$ cat src/rtl/div_pkg.sv
// Shared definitions for the multi-channel clock divider: output mode encoding,
// smallest legal divisor and the channel-index width helper.
package div_pkg;

    localparam int MIN_DIV = 2;

    typedef enum logic {
        MODE_SQUARE = 1'b0,
        MODE_PULSE  = 1'b1
    } div_mode_e;

    // A single-channel build still carries a one-bit channel index.
    function automatic int ch_idx_w(input int n);
        return (n > 1) ? $clog2(n) : 1;
    endfunction

endpackage

$ cat src/rtl/div_channel.sv
// One divider channel: period counter, active/shadow divisor and mode, pending flag
// and registered div_clk/div_tick outputs.
module div_channel
    import div_pkg::*;
#(
    parameter int CNT_W       = 16,
    parameter int DEFAULT_DIV = 10000
) (
    input  logic             sys_clk,
    input  logic             sys_rst_n,
    input  logic             en,
    input  logic             wr,
    input  logic [CNT_W-1:0] wr_div,
    input  div_mode_e        wr_mode,
    output logic             pending,
    output logic             div_clk,
    output logic             div_tick
);

    logic [CNT_W-1:0] cnt;
    logic [CNT_W-1:0] div_q;
    div_mode_e        mode_q;
    logic [CNT_W-1:0] shd_div;
    div_mode_e        shd_mode;
    logic             run;

    logic [CNT_W-1:0] cnt_nxt;
    logic [CNT_W-1:0] div_nxt;
    div_mode_e        mode_nxt;
    logic             run_nxt;
    logic             apply;
    logic [CNT_W-1:0] half;
    logic             clk_nxt;
    logic             tick_nxt;

    // The outputs are registered from the next-state values, so div_clk/div_tick
    // line up with the cnt value held in the same cycle.
    always_comb begin
        // NOTE: every variable gets a default first so no path through this block
        // leaves one unassigned, which would otherwise infer a latch.
        cnt_nxt  = cnt;
        div_nxt  = div_q;
        mode_nxt = mode_q;
        run_nxt  = run;
        apply    = 1'b0;

        if (!en) begin
            run_nxt = 1'b0;
            cnt_nxt = '0;
            apply   = pending;
        end else if (!run) begin
            run_nxt = 1'b1;
            cnt_nxt = '0;
            apply   = pending;
        end else if (cnt == div_q - CNT_W'(1)) begin
            cnt_nxt = '0;
            apply   = pending;
        end else begin
            cnt_nxt = cnt + CNT_W'(1);
        end

        // New settings only take effect at a period boundary (or while stopped).
        if (apply) begin
            div_nxt  = shd_div;
            mode_nxt = shd_mode;
        end

        half = div_nxt >> 1;
        if (mode_nxt == MODE_SQUARE) begin
            clk_nxt  = run_nxt && (cnt_nxt >= half);
            tick_nxt = run_nxt && (cnt_nxt == half);
        end else begin
            clk_nxt  = run_nxt && (cnt_nxt == div_nxt - CNT_W'(1));
            tick_nxt = clk_nxt;
        end
    end

    always_ff @(posedge sys_clk or negedge sys_rst_n) begin
        if (!sys_rst_n) begin
            cnt      <= '0;
            div_q    <= CNT_W'(DEFAULT_DIV);
            mode_q   <= MODE_SQUARE;
            shd_div  <= CNT_W'(DEFAULT_DIV);
            shd_mode <= MODE_SQUARE;
            pending  <= 1'b0;
            run      <= 1'b0;
            div_clk  <= 1'b0;
            div_tick <= 1'b0;
        end else begin
            // NOTE: non-blocking assignments here, so every register samples the
            // pre-edge values no matter the statement order.
            cnt      <= cnt_nxt;
            div_q    <= div_nxt;
            mode_q   <= mode_nxt;
            run      <= run_nxt;
            div_clk  <= clk_nxt;
            div_tick <= tick_nxt;
            if (wr) begin
                shd_div  <= wr_div;
                shd_mode <= wr_mode;
                pending  <= 1'b1;
            end else if (apply) begin
                pending  <= 1'b0;
            end
        end
    end

endmodule

$ cat src/rtl/multi_channel_divider.sv
// Multi-channel programmable clock divider: configuration decode, write validation
// and error flag; each channel is an independent div_channel instance.
module multi_channel_divider
    import div_pkg::*;
#(
    parameter int   CHANNELS    = 2,
    parameter int   CNT_W       = 16,
    parameter int   DEFAULT_DIV = 10000,
    localparam int  CH_W        = ch_idx_w(CHANNELS)
) (
    input  logic                sys_clk,
    input  logic                sys_rst_n,
    input  logic [CHANNELS-1:0] ch_en,
    input  logic                cfg_valid,
    output logic                cfg_ready,
    input  logic [CH_W-1:0]     cfg_ch,
    input  logic [CNT_W-1:0]    cfg_div,
    input  logic                cfg_mode,
    output logic                cfg_err,
    output logic [CHANNELS-1:0] div_clk,
    output logic [CHANNELS-1:0] div_tick
);

    logic [CHANNELS-1:0]  pending;
    logic [2**CH_W-1:0]   pend_pad;
    logic                 ch_ok;
    logic                 div_ok;
    logic                 accept;
    logic                 wr_ok;

    // Out-of-range channel indices read as "not pending" so the write is taken
    // and then rejected with cfg_err instead of stalling the requester.
    always_comb begin
        pend_pad                 = '0;
        pend_pad[CHANNELS-1:0]   = pending;
    end

    assign cfg_ready = ~pend_pad[cfg_ch];
    assign ch_ok     = int'(cfg_ch) < CHANNELS;
    assign div_ok    = cfg_div >= CNT_W'(MIN_DIV);
    assign accept    = cfg_valid && cfg_ready;
    assign wr_ok     = accept && ch_ok && div_ok;

    always_ff @(posedge sys_clk or negedge sys_rst_n) begin
        if (!sys_rst_n) begin
            cfg_err <= 1'b0;
        end else begin
            cfg_err <= accept && !(ch_ok && div_ok);
        end
    end

    for (genvar i = 0; i < CHANNELS; i++) begin : g_ch
        div_channel #(
            .CNT_W       (CNT_W),
            .DEFAULT_DIV (DEFAULT_DIV)
        ) u_ch (
            .sys_clk   (sys_clk),
            .sys_rst_n (sys_rst_n),
            .en        (ch_en[i]),
            .wr        (wr_ok && (int'(cfg_ch) == i)),
            .wr_div    (cfg_div),
            .wr_mode   (div_mode_e'(cfg_mode)),
            .pending   (pending[i]),
            .div_clk   (div_clk[i]),
            .div_tick  (div_tick[i])
        );
    end

endmodule

$ cat config.mk
export PLATFORM = sky130hd
export DESIGN_NAME = multi_channel_divider
export DESIGN_NICKNAME = d
export VERILOG_FILES = /design/src/rtl/div_pkg.sv /design/src/rtl/div_channel.sv /design/src/rtl/multi_channel_divider.sv
export SDC_FILE = /design/constraint.sdc
export NUM_CORES = 1
export LEC_CHECK = 0
export CAP_MARGIN = 10
export CORE_UTILIZATION = 40
export CTS_CLUSTER_DIAMETER = 40
export DETAILED_ROUTE_END_ITERATION = 10
export GPL_TIMING_DRIVEN = 1
export HOLD_SLACK_MARGIN = 0.02
export SYNTH_ARGS = -nofsm -noshare
export SYNTH_HDL_FRONTEND = slang
export SYNTH_SLANG_ARGS = --single-unit
export TNS_END_PERCENT = 100
$ cat constraint.sdc
create_clock -name sys_clk -period 13.4 [get_ports sys_clk]
set_clock_uncertainty 0.15 [all_clocks]
set_input_delay 2.01 -clock sys_clk [delete_from_list [all_inputs] [get_ports sys_clk]]
set_output_delay 2.01 -clock sys_clk [all_outputs]
set_load 0.01 [all_outputs]
# Word-level counts from Yosys, hierarchy flattened
# Cells that the tools add are included.
[op_classes]
mux = 28
bitwise_logic = 2
addsub = 6
order_cmp = 4
eq_ne = 6
n_reduce_logical = 14
[ops]
columns = ["op", "n"]
rows = [
  ["two-way mux 16 bit", 8],
  ["equality test 16 bit", 4],
  ["subtractor 16 x 1 -> 16 bit (second input constant)", 4],
  ["adder 16 x 1 -> 16 bit (second input constant)", 2],
  ["equality test 16 x 15 -> 1 bit", 2],
  ["greater-or-equal comparator 16 x 15 -> 1 bit", 2],
  ["two-way mux 1 bit", 20],
  ["greater-or-equal comparator 16 x 2 -> 1 bit (second input constant)", 1],
  ["logical AND 1 bit", 11],
  ["nonzero test 2 bit", 2],
  ["< comparator 1 x 2 -> 1 bit (second input constant)", 1],
  ["inverter 1 bit", 2],
  ["zero test 1 bit", 1],
]
[totals]
elab_cells = 79
regBits = 109
in_bits = 23
output_inout_bits = 6

# Longest topological paths before layout
[depth]
ltp_word = 10
depth_mapped = 26

# Modules after synthesis
# Synthesis repeated with hierarchy kept, for this count alone.
[unflattened]
cells_unflattened = 898
hier_area_um2 = 8196.6
[modules_own_cells]
columns = ["mod", "n_inst", "seq_area_each_um2", "area_each_um2", "cells_per_inst"]
rows = [
  ["div_channel at g_ch[0].u_ch", 1, 1363.8, 4106.4, 471],
  ["div_channel at g_ch[1].u_ch", 1, 1363.8, 3991.3, 415],
  ["multi_channel_divider", 1, 25.0, 98.8, 12],
]

# Worst setup path after synthesis
# No wires, ideal clock.
[synth_timing]
path_kind = "reg-to-reg"
startpoint = "register g_ch[1].u_ch.div_q[0]"
endpoint = "register g_ch[1].u_ch.div_clk"
n_path_buf = 2
stages_incl_launch_ff = 23
required_ns = 13.167
setup_time_ns = 0.083
synth_period_minus_slack_ns = 5.697
arrival_time_ns = 5.465
slack_ns = 7.703
path_cell_list = "dfrtp_1 inv_1 ha_1 or4b_2 nor2_1 nand2_1 mux2_2 nor4_1 a21o_1 buf_2 buf_1 mux2i_1 ha_1 and2_1 nor3b_1 nand2_1 xor2_1 nand2_1 o21ai_0 xnor2_1 a2111oi_0 nand4_1 o21ai_0"
[synth_between]
elab_chain_len = 10
word_cells_on_any_way = 16
classes_between = "add/sub (2); order compare (1); eq/ne (2); mux (9); reduce/logical (2)"
[synth_lines]
columns = ["element", "line_no", "source"]
rows = [
  ["from (decl)", "div_channel.sv:21", "logic [CNT_W-1:0] div_q;"],
  ["from (signal assigned)", "div_channel.sv:81", "div_q <= CNT_W'(DEFAULT_DIV);"],
  ["from (signal assigned)", "div_channel.sv:93", "div_q <= div_nxt;"],
  ["subtractor 16 x 1 -> 16 bit", "div_channel.sv:55", "end else if (cnt == div_q - CNT_W'(1)) begin"],
  ["equality test 16 bit", "div_channel.sv:55", ""],
  ["two-way mux 1 bit", "div_channel.sv:55", ""],
  ["two-way mux 1 bit", "div_channel.sv:51", "end else if (!run) begin"],
  ["two-way mux 1 bit", "div_channel.sv:47", "if (!en) begin"],
  ["two-way mux 16 bit", "div_channel.sv:63", "if (apply) begin"],
  ["subtractor 16 x 1 -> 16 bit", "div_channel.sv:73", "clk_nxt = run_nxt && (cnt_nxt == div_nxt - CNT_W'(1));"],
  ["equality test 16 bit", "div_channel.sv:73", ""],
  ["logical AND 1 bit", "div_channel.sv:73", ""],
  ["two-way mux 1 bit *", "div_channel.sv:69", "if (mode_nxt == MODE_SQUARE) begin"],
  ["named net g_ch[1].u_ch.clk_nxt", "div_channel.sv:33", "logic clk_nxt;"],
  ["to (signal assigned)", "div_channel.sv:96", "div_clk <= clk_nxt;"],
  ["to (decl)", "div_channel.sv:16", "output logic div_clk,"],
]
# Mark *: on every way through the listed nets, which the timed path passes. The rest lies on a longest branch.
# A chain may end at the register's enable or synchronous reset.

# Final worst setup path
[layout_timing]
startpoint = "register g_ch[1].u_ch.div_q[2]"
endpoint = "register g_ch[1].u_ch.div_tick"
[layout_between]
elab_chain_len = 10
word_cells_on_any_way = 16
classes_between = "add/sub (2); eq/ne (3); mux (9); reduce/logical (2)"
[layout_lines]
columns = ["element", "line_no", "source"]
rows = [
  ["subtractor 16 x 1 -> 16 bit", "div_channel.sv:55", ""],
  ["equality test 16 bit", "div_channel.sv:55", ""],
  ["two-way mux 1 bit", "div_channel.sv:55", ""],
  ["two-way mux 1 bit", "div_channel.sv:51", ""],
  ["two-way mux 1 bit", "div_channel.sv:47", ""],
  ["two-way mux 16 bit", "div_channel.sv:63", ""],
  ["subtractor 16 x 1 -> 16 bit", "div_channel.sv:73", ""],
  ["equality test 16 bit", "div_channel.sv:73", ""],
  ["logical AND 1 bit", "div_channel.sv:73", ""],
  ["two-way mux 1 bit *", "div_channel.sv:69", ""],
  ["named net g_ch[1].u_ch.tick_nxt", "div_channel.sv:34", "logic tick_nxt;"],
  ["to (signal assigned)", "div_channel.sv:97", "div_tick <= tick_nxt;"],
  ["to (decl)", "div_channel.sv:17", "output logic div_tick"],
]
# Marked as above.

==> metrics <==
Synth area leader=dfrtp_1; Sw Ratio=a little over two fifths; setup violators final=0; Max Transition Viols Final=0; Pwr Total=0.00132 W; RSZ-0062 raised after global routing=false; # resized after CTS=0; final setup TNS=0 ns; Synth top area share=a little over a quarter; Post-synth EDFFs=0; Buffers on Ports=28; Die Span Y=146 um; PwrDens=146 mW/mm^2; WP data required=~14 ns; clk buf depth=2; Post-Layout Cell Count=~1200; gr ovfl total=0; vias in the first global route=6335; flops & latches, synth=109; dpl hpwl=between 15000 and 20000 um; most used flip-flop cell after synthesis=dfrtp_1; NetSw=approximately 0.00055 W; final hold slack=between 0.3 and 0.4 ns; relative slew slack=~48%; first-pass GRT wire length=36400 um; CP arrival=between 6 and 7 ns; internal reg-to-reg setup slack=7.10 ns; initial core utilization=40.8%; Fill cells=about 2000; share of flip-flops with an asynchronous set or reset=100%; DRC=0; multi-input logic area=a little over 0.005 mm^2; io pins=29; Logic pwr share=approximately 38%; # H-tree levels=3; Worst Setup Start Kind=flip-flop; biggest regs=g_ch.u_ch.cnt x32, g_ch.u_ch.div_q x32, g_ch.u_ch.shd_div x32; Slew @ Worst Pin=approximately 0.77 ns; largest cells by area after synthesis=dfrtp_1 (27%), dfstp_2 (6.4%), mux2_2 (6.3%), xnor2_1 (6.3%), ha_1 (5.5%); Final #Nets=approximately 960; Clock power frac=a little over a fifth; share of layout cells above drive strength 1=~13%; Num Clock Sinks=roughly 110; Internal Power=around 0.00077 W; clk root buf=clkbuf_16; Avg WL per Cell=19.0 um; GR Util All Layers=21.8%; Final Hold Vio Count=0; First-pass DRT Iterations=5; register area share after synthesis=between 30% and 40%; Register Area=around 0.0028 mm^2; Clock transition at path regs=about 0.090 ns; status=completed; clock latency on the worst-skew pair=between 0.3 and 0.4 ns; # rows=52; Post-Syn Area=0.00825 mm^2; cts bufs inserted=9; drt initial violations=approximately 500; hold_buf cts=0; final instance area=between 0.008 and 0.009 mm^2; Die Width=146 um; CTS tree=built; crit path kind=reg -> reg; synth unique cells=75; crit-path max FO=22; peak supply drop=between 50 and 60 uV; Avg Cell Area, Syn=9.20 um^2; die area=between 0.02 and 0.025 mm^2; Flop pwr share=between 40% and 50%; Area Growth Syn to Fin=9.02%; Area after DPL=between 0.008 and 0.009 mm^2; routability cong.=just under 0.9; min Tclk post-route=about 6.3 ns; Cells after Synth=897; Inserted Diodes=0; leading cell type by number of instances after synthesis=dfrtp_1; vias per cell=around 5.7; Critical Path End Type=flip-flop; Syn. warnings=0; max-cap violations=0; largest net degree at the start of global routing=57; initial antenna violation count=0; Detail Route Antenna Nets=0; syn nets=~960; DRT Wirelength=22300 um; Final period util=between 40% and 50%; Via Count=6715; Inst Count DP=approximately 1200; setup bufs post-CTS=0; Leak=between 3 and 4 nW; min-delay worst type=reg -> reg; Commonest cells post-synth=dfrtp_1 (89), nor2_1 (69), xnor2_1 (59), nand2_1 (52), inv_1 (49); core area=slightly above 0.02 mm^2; upper clock frequency limit=159 MHz
-- area by class of cell --
type                    instances  share of cell area, %
clock buffers                   9                   2.50
well taps                     270                   3.75
repair buffers                 35                   3.67
flip-flops and latches        109                   30.6
clock inverters                 7                  0.932
inverters                      49                   2.04
multi-input cells             692                   56.5
-- layout by cell type (no fill, tap or decap), types with 5 or more instances in the layout --
cell	n
nor3b_1	5
and4_1	5
and2_1	18
clkbuf_16	9
a31oi_1	8
nor3_1	30
or4_1	6
o31ai_1	5
xnor2_1	59
nor2b_1	18
nor4_1	15
a21o_1	8
or3_1	14
dfrtp_1	89
mux2i_1	40
buf_4	8
o21a_1	6
nand2b_1	11
dfstp_2	20
a2111oi_0	5
clkdlybuf4s50_1	27
o211ai_1	5
a21oi_1	29
nand3_1	27
inv_1	49
ha_1	36
nor2_1	69
nand4_1	15
xor2_1	42
nand2_1	52
o21ai_0	22
nand3b_1	7
o221ai_1	9
and3_1	9
mux2_2	46
-- power groups by stage --
stage	combinational, W	sequential (W)	clock, W
2_1_floorplan	0.000436	0.000457	0
5_1_grt	0.000551	0.000555	0.000304
6_report	0.000496	0.000541	0.000282
3_5_place_dp	0.000491	0.000544	0
4_1_cts	0.000495	0.000539	0.000287
3_3_place_gp	0.000489	0.000545	0
-- worst paths after layout --
kind	endpoint	cells past startpoint	from
setup / recovery	g_ch[1].u_ch.div_tick	19	g_ch[1].u_ch.div_q[2]
hold / removal	g_ch[1].u_ch.shd_div[14]	1	g_ch[1].u_ch.shd_div[14]
setup reg to reg	g_ch[1].u_ch.div_tick	19	g_ch[1].u_ch.div_q[2]
hold reg to reg	g_ch[1].u_ch.shd_div[14]	1	g_ch[1].u_ch.shd_div[14]
max in group asynchronous	g_ch[1].u_ch.div_q[0]	2	sys_rst_n
min in group asynchronous	g_ch[0].u_ch.cnt[14]	1	sys_rst_n
-- cells by family (layout without fill, tap and decap cells) --
family	Yosys count	after routing	share of synthesized area [%]
simple gates	330	330	22.0
compound gates	139	139	12.3
flops	109	109	33.3
xor+xnor	101	101	10.7
buf+inv	96	100	5.05
mux	86	86	11.1
fa+ha+maj	36	36	5.46
-- worst max-delay path, stage by stage (launching register included) --
cell and delay (ns):
dfrtp_1 0.51, or4_1 0.63, nor4_2 0.65, nand3b_1 0.18, xnor2_1 0.19, nor4_1 0.66
a21o_1 0.19, buf_4 0.35, mux2i_1 0.33, ha_1 0.29, and2_1 0.22, nor3b_1 0.51
nand2_1 0.14, xnor2_1 0.15, mux2i_1 0.16, xnor2_1 0.14, o21ai_0 0.15, nor4_1 0.30
nand4_1 0.15, o21ai_0 0.17
-- routing by layer --
layer  track usage, %  vias up  share of wire (%)
met5                0        -                  0
met4             5.37        0               0.98
met3             2.35       15                3.9
met2             32.6      157                 44
met1             33.4     3314                 51
li1                 -     3229                  -
-- through the flow --
| stage | worst slack (ns) | utilization [%] |
|---|---|---|
| global placement | 7.18 | 42.9 |
| CTS | 7.13 | 44.5 |
| detailed placement | 7.15 | 42.9 |
| finish | 7.10 | 44.5 |
| global route | 6.49 | 44.5 |
| floorplan | 7.70 | - |
(Power assumes the default switching activity.)
